<file path="src/rtl/led_pkg.sv">
// led_pkg: shared types for the LED strip sequencer.
// Holds the FSM states, the colour word and the brightness helper.
package led_pkg;

  localparam int DEFAULT_RESET_CYCLES = 3000;

  typedef enum logic [2:0] {
    IDLE,
    FETCH,
    WAIT_DATA,
    LOAD,
    SEND,
    LATCH
  } seq_state_t;

  typedef struct packed {
    logic [7:0] g;
    logic [7:0] r;
    logic [7:0] b;
  } rgb_t;

  // c * (bright + 1) >> 8; bright = 255 passes c through unchanged
  function automatic logic [7:0] scale_ch(
    input logic [7:0] c,
    input logic [7:0] bright
  );
    logic [15:0] prod;
    prod = 16'(c) * (16'(bright) + 16'd1);
    return 8'(prod >> 8);
  endfunction

endpackage

</file>
<file path="src/rtl/pixel_scale.sv">
// pixel_scale: combinational brightness scaling of one colour word.
// Channels are scaled independently; their order is preserved.
module pixel_scale
  import led_pkg::*;
(
  input  rgb_t       pix_in,
  input  logic [7:0] bright,
  output rgb_t       pix_out
);

  // three independent multiply-shift channels
  always_comb begin
    pix_out.g = scale_ch(pix_in.g, bright);
    pix_out.r = scale_ch(pix_in.r, bright);
    pix_out.b = scale_ch(pix_in.b, bright);
  end

endmodule

</file>
<file path="src/rtl/led_strip_sequencer.sv">
// led_strip_sequencer: walks the pixel RAM, scales each colour and
// feeds led_driver, then holds the line idle for the strip latch.
module led_strip_sequencer
  import led_pkg::*;
#(
  parameter int NUM_LEDS     = 8,
  parameter int RESET_CYCLES = DEFAULT_RESET_CYCLES,
  parameter int DONE_TIMEOUT = 4096,
  localparam int ADDR_W = (NUM_LEDS > 1) ? $clog2(NUM_LEDS) : 1
) (
  input  logic              clk,
  input  logic              rst_n,
  input  logic              start,
  input  logic [7:0]        bright,
  output logic              pix_rd,
  output logic [ADDR_W-1:0] pix_addr,
  input  logic [23:0]       pix_data,
  output logic [23:0]       drv_rgb,
  output logic              drv_load,
  input  logic              drv_done,
  output logic              busy,
  output logic              frame_done,
  output logic              err
);

  localparam int LC_W = $clog2(RESET_CYCLES + 1);
  localparam int TC_W = $clog2(DONE_TIMEOUT + 1);

  localparam logic [ADDR_W-1:0] LAST_IDX =
    ADDR_W'(NUM_LEDS - 1);
  localparam logic [LC_W-1:0] LC_END =
    LC_W'(RESET_CYCLES - 1);
  localparam logic [TC_W-1:0] TC_END =
    TC_W'(DONE_TIMEOUT - 1);

  seq_state_t        state_q, state_d;
  logic [ADDR_W-1:0] idx_q, idx_d;
  logic              pend_q, pend_d;
  logic [LC_W-1:0]   lcnt_q, lcnt_d;
  logic [TC_W-1:0]   tcnt_q, tcnt_d;
  logic              err_q, err_d;
  rgb_t              rgb_q, rgb_d;
  logic              rd_q, rd_d;
  logic              load_q, load_d;
  logic              busy_q, busy_d;
  logic              fdone_q, fdone_d;
  rgb_t              scaled;

  pixel_scale u_scale (
    .pix_in  (rgb_t'(pix_data)),
    .bright  (bright),
    .pix_out (scaled)
  );

  // next-state logic; outputs are derived from the next state
  // so that every output leaves the flops glitch-free
  always_comb begin
    state_d = state_q;
    idx_d   = idx_q;
    pend_d  = pend_q;
    lcnt_d  = lcnt_q;
    tcnt_d  = tcnt_q;
    err_d   = err_q;
    rgb_d   = rgb_q;

    if (start && state_q != IDLE) pend_d = 1'b1;

    unique case (state_q)
      IDLE: begin
        if (start) begin
          state_d = FETCH;
          idx_d   = '0;
          err_d   = 1'b0;
          pend_d  = 1'b0;
        end
      end
      FETCH: state_d = WAIT_DATA;
      WAIT_DATA: begin
        rgb_d   = scaled;
        state_d = LOAD;
      end
      LOAD: begin
        tcnt_d  = '0;
        state_d = SEND;
      end
      SEND: begin
        if (drv_done) begin
          if (idx_q == LAST_IDX) begin
            state_d = LATCH;
            lcnt_d  = '0;
          end else begin
            idx_d   = idx_q + ADDR_W'(1);
            state_d = FETCH;
          end
        end else if (tcnt_q == TC_END) begin
          err_d   = 1'b1;
          state_d = LATCH;
          lcnt_d  = '0;
        end else begin
          tcnt_d = tcnt_q + TC_W'(1);
        end
      end
      LATCH: begin
        if (lcnt_q == LC_END) begin
          if (pend_q || start) begin
            pend_d  = 1'b0;
            idx_d   = '0;
            state_d = FETCH;
          end else begin
            state_d = IDLE;
          end
        end else begin
          lcnt_d = lcnt_q + LC_W'(1);
        end
      end
      default: state_d = IDLE;
    endcase

    rd_d    = (state_d == FETCH);
    load_d  = (state_d == LOAD);
    busy_d  = (state_d != IDLE);
    fdone_d = (state_d == LATCH) && (lcnt_d == LC_END);
  end

  // state and registered outputs
  always_ff @(posedge clk or negedge rst_n) begin
    if (!rst_n) begin
      state_q <= IDLE;
      idx_q   <= '0;
      pend_q  <= 1'b0;
      lcnt_q  <= '0;
      tcnt_q  <= '0;
      err_q   <= 1'b0;
      rgb_q   <= '0;
      rd_q    <= 1'b0;
      load_q  <= 1'b0;
      busy_q  <= 1'b0;
      fdone_q <= 1'b0;
    end else begin
      state_q <= state_d;
      idx_q   <= idx_d;
      pend_q  <= pend_d;
      lcnt_q  <= lcnt_d;
      tcnt_q  <= tcnt_d;
      err_q   <= err_d;
      rgb_q   <= rgb_d;
      rd_q    <= rd_d;
      load_q  <= load_d;
      busy_q  <= busy_d;
      fdone_q <= fdone_d;
    end
  end

  assign pix_rd     = rd_q;
  assign pix_addr   = idx_q;
  assign drv_rgb    = rgb_q;
  assign drv_load   = load_q;
  assign busy       = busy_q;
  assign frame_done = fdone_q;
  assign err        = err_q;

endmodule
</file>
<file path="config.mk">
export PLATFORM = sky130hd
export DESIGN_NAME = led_strip_sequencer
export DESIGN_NICKNAME = d
export VERILOG_FILES = /design/src/rtl/led_pkg.sv /design/src/rtl/pixel_scale.sv /design/src/rtl/led_strip_sequencer.sv
export SDC_FILE = /design/constraint.sdc
export NUM_CORES = 1
export LEC_CHECK = 0
export BUFFER_PORTS_ARGS = -buffer_cell sky130_fd_sc_hd__buf_2
export CAP_MARGIN = 20
export CORE_ASPECT_RATIO = 1.1
export CORE_MARGIN = 3
export CORE_UTILIZATION = 60
export DETAILED_ROUTE_END_ITERATION = 6
export PLACE_DENSITY = 0.83
export RECOVER_POWER = 50
export SETUP_SLACK_MARGIN = 0.4
export SKIP_LAST_GASP = 1
export SLEW_MARGIN = 30
export SYNTH_ARGS = -nofsm -noshare
export SYNTH_HDL_FRONTEND = slang
export SYNTH_SLANG_ARGS = --single-unit
</file>
<file path="constraint.sdc">
create_clock -name clk -period 4.1 [get_ports clk]
set_clock_uncertainty 0.1 [all_clocks]
set_input_delay 0.205 -clock clk [delete_from_list [all_inputs] [get_ports clk]]
set_output_delay 0.205 -clock clk [all_outputs]
set_load 0.01 [all_outputs]
</file>
* After elaboration in Yosys (flattened, before gate mapping)
Cells that the tools add are included.
** Cells by class
- Bitwise logic cells :: 0
- Reduce and logical (&&, ||, !) cells :: 12
- Order comparisons :: 0
- $mul :: 3
- Equality and inequality tests :: 20
- Shift-type cells :: 0
- Div/mod/pow operators :: 0
- $add $sub $neg :: 4
- Mux-type cells :: 30
** Operator list (number)
- $mux 12 :: 4
- $mul 8x9->16 :: 2
- $mux 3 :: 10
- $mux 13 :: 2
- $pmux 13 s2 :: 1
- $eq 12x12->1 const B :: 2
- $pmux 12 s2 :: 1
- $pmux 3 s6 :: 1
- $mul 8x16->16 :: 1
- $ne 2x2->1 const B :: 8
- $add 13x1->13 const B :: 1
- $eq 13x12->1 const B :: 1
- $add 12x1->12 const B :: 1
- $eq 3x3->1 const B :: 4
- $add 8x1->9 const B :: 1
- $eq 3x2->1 const B :: 3
- $pmux 3 s3 :: 1
- $reduce_bool 3->1 :: 3
- $mux 1 :: 8
- $eq 3x1->1 const B :: 2
- $reduce_and 6->1 :: 1
- $pmux 1 s2 :: 2
- $reduce_and 4->1 :: 1
- $reduce_bool 2->1 :: 2
- other kinds (5) :: 6
** Storage, ports and cells
- Register bits :: 61
- Memories :: 0
- Input bits :: 36
- Memory bits (writable) :: 0
- Memory bits (read-only) :: 0
- Output and inout bits :: 32
- Bits in latches :: 0
- Logic and storage cells :: 82

* Logic depth before layout (Yosys ltp)
- Word-level depth :: 6
- Mapped depth :: 19
- Mapped depth without buffers :: 18

* Cells and area by module
A second synthesis with hierarchy kept.
** Unflattened totals
- Cells, all modules :: 993
- Area total of the unflattened synthesis :: 9351.5 µm²
** Modules (own cells, without submodules)
- pixel_scale :: area each 6437.4 µm², instances 1, sequential area each 0.0 µm², cells an instance 739
- led_strip_sequencer :: area each 2914.0 µm², instances 1, sequential area each 1526.5 µm², cells an instance 254

* Worst setup path before layout
Ideal clock, no wire load.
- Kind :: input -> register
- Start :: input port bright[0]
- End :: register rgb_q (netlist bit drv_rgb[6])
- Buffers on the path :: 2
- Data required time :: 3.905 ns
- Setup time :: 0.095 ns
- Cell stages on the path :: 17
- Arrival :: 4.949 ns
- Setup slack :: -1.045 ns
- Cell sequence :: clkbuf_1 nand3_1 xnor2_1 clkbuf_1 nand2_1 fa_1 fa_1 inv_1 fa_1 fa_1 ha_1 a2111oi_4 o21ai_2 a221o_2 a211o_1 o21ba_1 o31ai_1
** On the way
- Word-level cells in the longest chain between the ends :: 2
** RTL lines
- start: declaration :: line led_strip_sequencer.sv:14 : input logic [7:0] bright,
- $add 8x1->9 :: line led_pkg.sv:28 : prod = 16'(c) * (16'(bright) + 16'd1);
- $mul 8x9->16 :: line led_pkg.sv:28
- end signal: assignment :: line led_strip_sequencer.sv:146 : rgb_q <= rgb_d;
- end: declaration :: line led_strip_sequencer.sv:42 : rgb_t rgb_q, rgb_d;
Every way passes these cells.
A chain may end at the register's enable or synchronous reset.

* Worst setup path in the final report
- Start :: input port bright[1]
- End :: register rgb_q (netlist bit drv_rgb[7])
Same word-level chain as after synthesis.

==> summary.md <==
| Metric | Value |
|---|---|
| Crit path buffers/inverters | 6 |
| Die Span Y | 136 µm |
| Syn avg cell area | 9.07 µm² |
| Async set-or-reset flop fraction in the synthesized netlist | 1.00 |
| Mapped Nets | 1274 |
| CP cell instances | buf_8 -> ha_4 -> buf_4 -> xor2_4 -> buf_4 -> and2_1 -> fa_1 -> fa_1 -> ha_1 -> inv_1 -> fa_1 -> inv_1 -> ha_1 -> a2111oi_4 -> o21ai_2 -> a221o_2 -> buf_6 -> a211oi_4 -> nor4_1 -> a211o_1 |
| RSZ-0062 raised after global routing | true |
| Non-Filler Instances | 1416 |
| Synth-to-layout area growth | 30.1% |
| Final setup violation count | 24 |
| Area leader, netlist | fa_1 |
| Total gr overflow | 0 |
| Total number of vias | 8484 |
| First-pass GRT wire length | 43100 µm |
| Largest family of logic cells by synthesized area | adder cells |
| Vias/cell | 5.99 |
| Final hold vios | 0 |
| Post-Place Cells | 1357 |
| Pleak | 5.94 nW |
| Complex-gate fraction of the synthesized area | 0.0780 |
| Worst Setup End Kind | flip-flop |
| Tcrit/Tclk final | 1.18 |
| Pwr Density | 483 nW/µm² |
| Clock Sinks | 61 |
| Vias in the first global route | 8806 |
| Io pins | 68 |
| Initial core utilization | 0.626 |
| Critical path data arrival time | 4.95 ns |
| Period minus WS final | 4.84 ns |
| Hold Path Stages | 3 |
| Yosys top cell area share | 0.260 |
| Critical Path RT | 4.22 ns |
| Post-Syn Area | 9220 µm² |
| Crit path depth | 20 |
| Achievable Freq | 0.207 GHz |
| DIE AREA | 16900 µm² |
| Distinct cells, synth | 58 |
| Status | finished with violations |
| Placer Congestion | 0.878 |
| XOR/XNOR share of the synthesized area | 0.0475 |
| DRT antenna net count | 0 |
| Slew headroom | -0.0371 |
| DRC Markers | 1 |
| Crit-path max cell delay | 0.53 ns |
| Post-synthesis simple-gate area fraction | 0.231 |
| Fillers | 803 |
| Area occupied by multi-input gates | 7660 µm² |
| Register area | 1530 µm² |
| Adder-Cell Fraction of Synth Area | 0.398 |
| Setup ws final | -0.737 ns |
| Startpoint types | input port |
| Final HPWL DP | 17600 µm |
| Worst hold path type | in -> reg |
| Area post-placement | 10800 µm² |
| Yosys Warn Count | 0 |
| Nets | 1476 |
| Initial antenna violation count | 0 |
| Avg WL per Cell | 20.2 µm |
| H-tree Lvls | 3 |
| Family with the most delay on the worst path | adder cells |
| Primary FF master, synth | dfrtp_1 |
| Clk_lat worst skew | 0.33 ns |
| Core area | 14700 µm² |
| Die Width | 124 µm |
| Final design utilization | 0.814 |
| Worst Tran Pin Value | 1.56 ns |
| Clock Pin Slew Worst Setup and Hold Paths | 0.06 ns |
| GRT Total Usage | 0.316 |
| Final Cell Area | 12000 µm² |
| CTS Root Cell | clkbuf_16 |
| Failing checks | design-rule violations, max-capacitance violations, max-slew violations, negative setup slack |
| Fin. max-slew vios | 62 |
| Buffers on Ports | 67 |
| EDFF count, synth | 0 |
| Cell mode on critical path | fa_1 |
| Antenna fix cells | 0 |
| Crit Path Category | in -> reg |
| #FFs+latches synth | 61 |
| Worst vdd ir | 574 µV |
| CTS buffer count | 9 |
| Largest net degree at the start of global routing | 62 |
| Reg-to-reg slack, setup | 1.45 ns |
| Seq/Total Area, Yosys | 0.166 |
| Dpl ws | -0.945 ns |
| Top post-synthesis cells by area | fa_1, dfrtp_1, ha_1, and2_1, inv_1 |
| CTS tree | done |
| Iter 0 DRT Violations | 806 |
| Max-cap check violation count | 1 |
| CP max FO | 6 |
| Post-Route WL | 28600 µm |
| Synth Instances | 1017 |
| Max Buffers Root-to-Sink | 2 |
| Drt pass-1 iters | 7 |
| Row cnt | 46 |
| Mux contribution to synthesized area | 0.00353 |
| Reg2Reg Depth | 7 |
| Slowest CP cell | fa_1 |
| Layout cells sized above 1 | 0.257 |
## stage by stage
stage          total power, mW  setup TNS [ns]  hold slack (ns)
2_1_floorplan             2.63           -5.87           -0.191
3_3_place_gp              3.52          -13.96            0.316
3_5_place_dp              3.66          -16.93            0.328
4_1_cts                   5.03           -8.88           0.0862
5_1_grt                   6.15          -16.19            0.102
6_report                  5.80          -13.06           0.0929
## tightest hold or removal path: stages
cell,delay (ns)
buf_2,0.10
o21ai_0,0.09
nor2_1,0.08
## placed cells by master (no fill, tap or decap), drive strengths merged, types with 33 or more instances in the layout
cell type / instances
buf: 186
xnor2: 33
o21ai: 34
and2: 138
ha: 101
dfrtp: 61
clkbuf: 44
nand2: 104
inv: 158
nor2: 47
fa: 120
## state kept, by name (all words and copies together), names as in the netlist
| register | flops |
|---|---|
| frame_done | 1 |
| err | 1 |
| tcnt_q | 13 |
| pix_rd | 1 |
| pend_q | 1 |
| busy | 1 |
| lcnt_q | 12 |
| state_q | 3 |
| drv_rgb | 24 |
| pix_addr | 3 |
| drv_load | 1 |
## report_power, final
| part | switching [mW] | total [mW] | internal, mW |
|---|---|---|---|
| Combinational | 2.19 | 4.38 | 2.19 |
| Sequential | 0.00865 | 0.623 | 0.614 |
| Clock | 0.295 | 0.798 | 0.504 |
| Total | 2.49 | 5.80 | 3.31 |
## cell usage after synthesis (3+ instances only)
master     count
nand4_1        8
o21a_1         7
a21oi_1       12
nand4b_1       3
nor4_1         3
nand2b_1       6
dfrtp_1       61
o21ai_0       33
o21bai_1       4
nand2_1      104
o2111ai_1      3
ha_1         101
or2_2          3
and2_1       138
xnor2_1       33
clkbuf_1      24
a31oi_1        7
a22o_1         3
o31ai_1        4
xor2_1        17
nand3_1       18
buf_2          5
and4_1         5
a211oi_1       4
and3_1         8
nor2b_1       18
nand3b_1       3
nor2_1        47
fa_1         120
nor3_1        15
o211ai_1       5
or3_1          3
a31o_2         3
inv_1        158
## logic make-up (layout without fill, tap and decap cells)
| logic type | count (synthesis) | count (layout) |
|---|---|---|
| adders and majority gates | 221 | 221 |
| and+or+nand+nor | 392 | 392 |
| DFF | 61 | 61 |
| buffers and inverters | 187 | 394 |
| muxes | 3 | 3 |
| AOI/OAI and AO/OA | 103 | 103 |
| xor gates and xnor gates | 50 | 50 |
## final cells by class
type	count	area share
multi-input combinational	769	0.639
inverter	158	0.0494
clock buffer	11	0.0211
sequential	61	0.127
timing repair buffer	220	0.138
clock inverter	5	0.00490
tap	192	0.0200
## layer usage
metal / vias up / part of all wire / track usage
li1: 3657 / - / -
met1: 4139 / 0.37 / 0.380
met2: 520 / 0.49 / 0.559
met3: 168 / 0.077 / 0.0550
met4: 0 / 0.062 / 0.140
met5: - / 0 / 0
## worst paths after layout
kind | startpoint | endpoint
worst min-delay path | start | pend_q
worst max-delay path | bright[1] | drv_rgb[7]
worst min register to register | drv_rgb[13] | drv_rgb[13]
max in group asynchronous | rst_n | lcnt_q[8]
worst max register to register | pix_addr[0] | frame_done
min in group asynchronous | rst_n | lcnt_q[10]
## timing repair
| item | in CTS | in global routing |
|---|---|---|
| hold endpoints to repair | 61 | 0 |
| gates cloned | 2 | 1 |
| resized for setup | 60 | 44 |
| pin swaps | 57 | 36 |
| setup buffers | 24 | 15 |
| hold buffers | 1 | 0 |
| endpoints found under the setup margin | 24 | 24 |
(Power assumes the default switching activity.)
